[src/rtl/frame_sequencer.sv]
// ---------------------------------------------------------------------------
// frame_sequencer
//
// Purpose:
//   Streams one frame of ROW x COL pixels from an upstream valid/ready port
//   to a registered downstream valid/ready port. Each outgoing pixel carries
//   its column/row position and start-of-frame / end-of-line / end-of-frame
//   markers. A frame is launched by a single-cycle start request. When the
//   last pixel has been accepted downstream, frame_done pulses for one cycle.
//
// Optional feature (macro LINE_GAP_EN):
//   When defined, H_GAP idle cycles (s_ready held low) are inserted after
//   every line except the last one. When undefined, lines stream back to
//   back and H_GAP is unused.
//
// Parameters:
//   DATA_WIDTH  pixel width in bits
//   ROW         lines per frame   (2..1024)
//   COL         pixels per line   (2..1024)
//   H_GAP       idle cycles between lines (1..255), LINE_GAP_EN only
//
// Ports:
//   clk, rst              rising-edge clock, synchronous active-high reset
//   start                 frame start request (ignored while busy)
//   busy                  high from frame start until frame_done
//   frame_done            one-cycle pulse as the last pixel leaves
//   s_valid/s_ready/s_data  upstream pixel handshake
//   m_valid/m_ready/m_data  downstream registered pixel handshake
//   m_col, m_row          position of m_data
//   m_sof, m_eol, m_eof   first pixel, last column, last pixel markers
// ---------------------------------------------------------------------------
module frame_sequencer #(
  parameter int DATA_WIDTH = 8,
  parameter int ROW        = 480,
  parameter int COL        = 640,
  parameter int H_GAP      = 16
) (
  input  logic                  clk,
  input  logic                  rst,
  input  logic                  start,
  output logic                  busy,
  output logic                  frame_done,
  input  logic                  s_valid,
  output logic                  s_ready,
  input  logic [DATA_WIDTH-1:0] s_data,
  output logic                  m_valid,
  input  logic                  m_ready,
  output logic [DATA_WIDTH-1:0] m_data,
  output logic [9:0]            m_col,
  output logic [9:0]            m_row,
  output logic                  m_sof,
  output logic                  m_eol,
  output logic                  m_eof
);

  localparam logic [9:0] LastCol = 10'(COL - 1);
  localparam logic [9:0] LastRow = 10'(ROW - 1);

  typedef enum logic [1:0] {
    IDLE,
    ACTIVE,
    GAP,
    DRAIN
  } state_t;

  state_t state_q, state_d;

  logic [9:0] col_q, col_d;
  logic [9:0] row_q, row_d;

  logic                  mValid_q;
  logic [DATA_WIDTH-1:0] mData_q;
  logic [9:0]            mCol_q;
  logic [9:0]            mRow_q;
  logic                  mSof_q;
  logic                  mEol_q;
  logic                  mEof_q;

  logic xfer;
  logic atLastCol;
  logic atLastRow;

`ifdef LINE_GAP_EN
  logic [7:0] gap_q, gap_d;
`else
  logic unusedHGap;
  assign unusedHGap = |H_GAP;
`endif

  assign atLastCol = (col_q == LastCol);
  assign atLastRow = (row_q == LastRow);

  // Status and upstream ready are decoded straight from the state so that
  // a downstream pop frees the output register in the same cycle.
  always_comb begin
    busy       = (state_q != IDLE);
    s_ready    = (state_q == ACTIVE) && (!mValid_q || m_ready);
    frame_done = (state_q == DRAIN) && mValid_q && m_ready;
  end

  assign xfer = s_ready && s_valid;

  // Next-state and position counter logic. The row counter saturates at the
  // last row; counters are re-zeroed whenever a new frame is launched.
  always_comb begin
    state_d = state_q;
    col_d   = col_q;
    row_d   = row_q;
`ifdef LINE_GAP_EN
    gap_d   = gap_q;
`endif
    case (state_q)
      IDLE: begin
        if (start) begin
          state_d = ACTIVE;
          col_d   = '0;
          row_d   = '0;
        end
      end
      ACTIVE: begin
        if (xfer) begin
          if (atLastCol) begin
            col_d = '0;
            if (!atLastRow) begin
              row_d = row_q + 10'd1;
            end
          end else begin
            col_d = col_q + 10'd1;
          end
          if (atLastCol && atLastRow) begin
            state_d = DRAIN;
          end
`ifdef LINE_GAP_EN
          else if (atLastCol) begin
            // Loaded with H_GAP-1 so GAP lasts exactly H_GAP cycles.
            state_d = GAP;
            gap_d   = 8'(H_GAP - 1);
          end
`endif
        end
      end
      GAP: begin
`ifdef LINE_GAP_EN
        if (gap_q == 8'd0) begin
          state_d = ACTIVE;
        end else begin
          gap_d = gap_q - 8'd1;
        end
`else
        state_d = ACTIVE;
`endif
      end
      DRAIN: begin
        if (mValid_q && m_ready) begin
          state_d = IDLE;
        end
      end
      default: begin
        state_d = IDLE;
      end
    endcase
  end

  // State and counter registers.
  always_ff @(posedge clk) begin
    if (rst) begin
      state_q <= IDLE;
      col_q   <= '0;
      row_q   <= '0;
    end else begin
      state_q <= state_d;
      col_q   <= col_d;
      row_q   <= row_d;
    end
  end

`ifdef LINE_GAP_EN
  // Inter-line idle down-counter.
  always_ff @(posedge clk) begin
    if (rst) begin
      gap_q <= '0;
    end else begin
      gap_q <= gap_d;
    end
  end
`endif

  // Output register: loads on every upstream transfer, otherwise holds its
  // contents and only drops valid once the downstream side has taken it.
  always_ff @(posedge clk) begin
    if (rst) begin
      mValid_q <= 1'b0;
      mData_q  <= '0;
      mCol_q   <= '0;
      mRow_q   <= '0;
      mSof_q   <= 1'b0;
      mEol_q   <= 1'b0;
      mEof_q   <= 1'b0;
    end else if (xfer) begin
      mValid_q <= 1'b1;
      mData_q  <= s_data;
      mCol_q   <= col_q;
      mRow_q   <= row_q;
      mSof_q   <= (col_q == 10'd0) && (row_q == 10'd0);
      mEol_q   <= atLastCol;
      mEof_q   <= atLastCol && atLastRow;
    end else if (m_ready) begin
      mValid_q <= 1'b0;
    end
  end

  assign m_valid = mValid_q;
  assign m_data  = mData_q;
  assign m_col   = mCol_q;
  assign m_row   = mRow_q;
  assign m_sof   = mSof_q;
  assign m_eol   = mEol_q;
  assign m_eof   = mEof_q;

endmodule

[config.mk]
export PLATFORM = sky130hd
export DESIGN_NAME = frame_sequencer
export DESIGN_NICKNAME = d
export VERILOG_FILES = /design/src/rtl/frame_sequencer.sv
export SDC_FILE = /design/constraint.sdc
export NUM_CORES = 1
export LEC_CHECK = 0
export ABC_AREA = 0
export CORE_UTILIZATION = 30
export DETAILED_ROUTE_END_ITERATION = 7
export SLEW_MARGIN = 15
export SYNTH_ARGS = -nofsm -noshare
export SYNTH_HDL_FRONTEND = slang
export SYNTH_SLANG_ARGS = --single-unit
[constraint.sdc]
create_clock -name clk -period 2.2 [get_ports clk]
set_clock_uncertainty 0.1 [all_clocks]
set_input_delay 0.22 -clock clk [delete_from_list [all_inputs] [get_ports clk]]
set_output_delay 0.22 -clock clk [all_outputs]
set_load 0.02 [all_outputs]
==> results.md, run 1 <==
- Via Count: 2,237
- Global route total overflow: 0
- Status: finished, final reports clean
- Top Usage Layer GRT: met2
- Ports: 48
- Final WL: 5.87 mm
- Initial DRC count: 121
- Share of cells above drive strength 1: 10.8%
- Synth warn: 0
- Seq pwr share: 55.8%
- Area taken by flip-flops and latches: 1080 um2
- Syn avg cell area: 8.10 um2
- Cells after DPL: 446
- GRT met2 Usage: 24.1%
- DRT Pass-1 Iters: 4
- RSZ-0062 raised after global routing: no
- Diode count: 0
- Most common cell after layout, fill and taps aside: nand2_1
- Pins Over Slew Limit: 0
- Rel. slew slack: 70.0%
- Crit Path Max Fanout: 7
- Total GRT Usage: 15.0%
- Post-synthesis cell area: 2410 um2
- Die height: 91.7 um
- Antenna viol nets, final: 0
- Clk sinks: 54
- Setup Fix Bufs, Post-CTS: 0
- Clk_lat worst skew: 0.31 ns
- Sw Pwr: 0.000458 W
- Row cnt: 32
- Number of global-route vias before repair: 2,058
- Worst-margin pin slew: 0.451 ns
- Vias per cell: 4.93
- First-pass GRT wire length: 10.0 mm
- Max Cap Viol: 0
- Layout Area Growth over Synthesis: 31.7%
- WL/cell: 12.9 um
- Drt drc: 0
- Flops & latches, synth: 54
- Setup violators final: 0
- Worst Path Arrival: 1.80 ns
- Largest net degree at the start of global routing: 37
- CTS tree: yes
- CTS resizes: 0
- Setup crit start kind: register
- Tmin final: 2.12 ns
- Cts hold-fix bufs: 0
- Worst EP required: 1.88 ns
- Clock-pin slew on the worst setup and hold paths: 0.10 ns
- Antenna violations before repair: 0
- Peak VDD IR: 235 uV
- Setup TNS: 0 ns
- GR Layer Usage met3: 3.40%
- Switching share of power: 25.6%
- Worst hold path type: in -> reg
- # H-tree levels: 2
- Finished Layout Cells: 454
- Die Wd: 91.7 um
- Combinational Power Share: 10.9%
- Fill cell count: 811
- Met1 Usage GRT: 20.2%
- Fmax: 472 MHz
- Commonest cells after routing, fill and taps aside: nand2_1, dfxtp_1, clkdlybuf4s50_1
- Cell Pwr Density: 563 nW/um2
- Root Driver: clkbuf_8
- Internal power: 0.00133 W
- I/O Buffers: 47
- Sequential share of the synthesized area: 44.8%
- Synth cell types: 44
- Syn Inst Count: 298
- Starting Density: 31.1%
- CP Class: reg -> out
- Area of the multi-input gates: 1220 um2
- CORE AREA: 7770 um2
- Leak Pwr: 1.08 nW
- Longest Clk Path Bufs: 2
- Mapped Nets: 315
- Clk pwr share: 33.3%
- Final Hold Fails: 0
- Total CTS buffers: 5
- Critical Path End Type: output port
- Dpl hpwl: 4.19 mm
- Die area: 8410 um2
- Routability cong.: 0.829
- Nets: 368
- Tcrit/Tclk final: 96.3%
==> registers in the layout (all words and copies together), names as in the netlist <==
signal and cells:
state_q 2, m_eof 1, m_col 10, m_row 10, row_q 10, m_data 8, m_sof 1, col_q 10
m_valid 1, m_eol 1
==> Yosys cell counts, drive strengths merged <==
| library cell | instances | share of area, % |
|---|---|---|
| nor3 | 8 | 1.7 |
| nor4b | 1 | 0.36 |
| nand2b | 2 | 0.62 |
| and2b | 1 | 0.31 |
| dfxtp | 54 | 45 |
| and3 | 3 | 0.78 |
| and2 | 5 | 1.4 |
| a31oi | 6 | 1.8 |
| or2 | 2 | 0.52 |
| o31ai | 5 | 1.6 |
| a21oi | 38 | 8.0 |
| a311oi | 1 | 0.62 |
| nor4 | 6 | 1.6 |
| nor2b | 1 | 0.26 |
| o211ai | 2 | 0.62 |
| and4 | 3 | 1.2 |
| ha | 4 | 2.1 |
| o311ai | 5 | 1.8 |
| clkbuf | 14 | 2.2 |
| nand4 | 7 | 2.4 |
| nand3 | 12 | 2.7 |
| nor3b | 1 | 0.31 |
| inv | 5 | 0.78 |
| xnor2 | 8 | 2.9 |
| nand4b | 1 | 0.36 |
| nand2 | 71 | 11 |
| buf | 5 | 1.7 |
| o21ai | 6 | 1.4 |
| nor2 | 21 | 3.9 |
==> cells by family (layout without fill, tap and decap cells) <==
kind of cell    count (synthesis)  after routing  synth area share, %
simple gates                  145            145                 29.8
compound gates                 63             63                 15.9
flops                          54             54                 44.8
buf+inv                        24             78                 4.61
xor+xnor                        8              8                 2.90
fa+ha+maj                       4              4                 2.07
==> layout make-up <==
cell class / instances / share of cell area (%)
tap: 102 / 4.01
timing repair buffer: 65 / 19.8
inverter: 5 / 0.590
clock buffer: 6 / 2.60
clock inverter: 2 / 0.551
sequential: 54 / 34.0
multi-input combinational: 220 / 38.4
==> power groups by stage <==
stage               logic (W)  clock network (W)  registers (W)
floorplan           0.0000919                  0        0.00103
global placement     0.000196                  0        0.00102
global route         0.000213           0.000663        0.00100
detailed placement   0.000196                  0        0.00102
finish               0.000194           0.000596       0.000999
CTS                  0.000197           0.000614       0.000999
==> metrics by stage <==
stage | hold WS, ns | area, um2 | setup slack, ns | total power [W] | utilization (%)
2_1_floorplan | 0.256 | 2410 | 0.402 | 0.00113 | -
3_3_place_gp | 0.342 | 3080 | 0.134 | 0.00122 | 39.6
3_5_place_dp | 0.346 | 3080 | 0.0793 | 0.00122 | 39.6
4_1_cts | 0.334 | 3180 | 0.0648 | 0.00181 | 40.9
5_1_grt | 0.343 | 3180 | 0.00318 | 0.00188 | 40.9
6_report | 0.340 | 3180 | 0.0818 | 0.00179 | 40.9
==> worst max-delay path, stage by stage (launching register included) <==
cell and delay (ns):
dfxtp_1 0.45, and2b_1 0.29, and2_1 0.16, clkdlybuf4s50_1 0.59
==> layer usage <==
layer	share of wire [%]	vias to the layer above
met2	46	65
met1	47	1023
met4	1.1	0
met3	5.5	5
li1	-	1144
met5	0	-
==> final timing paths <==
path	end	slack (ns)	start	cells after the start
worst min-delay path	m_data[0]	0.34	s_data[0]	3
worst max-delay path	s_ready	0.08	state_q[0]	3
worst min register to register	m_row[0]	0.36	m_row[0]	2
worst max register to register	row_q[8]	0.24	row_q[0]	6
Note: power is estimated with default switching activity, not from simulation.
==> run 2, diff against run 1 <==
--- a/config.mk
+++ b/config.mk
@@ -8,6 +8,7 @@
 export ABC_AREA = 0
 export CORE_UTILIZATION = 30
 export DETAILED_ROUTE_END_ITERATION = 7
+export SKIP_CTS_REPAIR_TIMING = 1
 export SLEW_MARGIN = 15
 export SYNTH_ARGS = -nofsm -noshare
 export SYNTH_HDL_FRONTEND = slang
==> results of run 2 <==
The final DEF is identical to that of run 1; final timing and power are the same.
==> run 3, diff against run 2 <==
--- a/config.mk
+++ b/config.mk
@@ -7,6 +7,7 @@
 export LEC_CHECK = 0
 export ABC_AREA = 0
 export CORE_UTILIZATION = 30
+export CTS_BUF_LIST = sky130_fd_sc_hd__clkbuf_4 sky130_fd_sc_hd__clkbuf_8
 export DETAILED_ROUTE_END_ITERATION = 7
 export SKIP_CTS_REPAIR_TIMING = 1
 export SLEW_MARGIN = 15
==> results of run 3 <==
The final DEF is identical to that of run 1; final timing and power are the same.
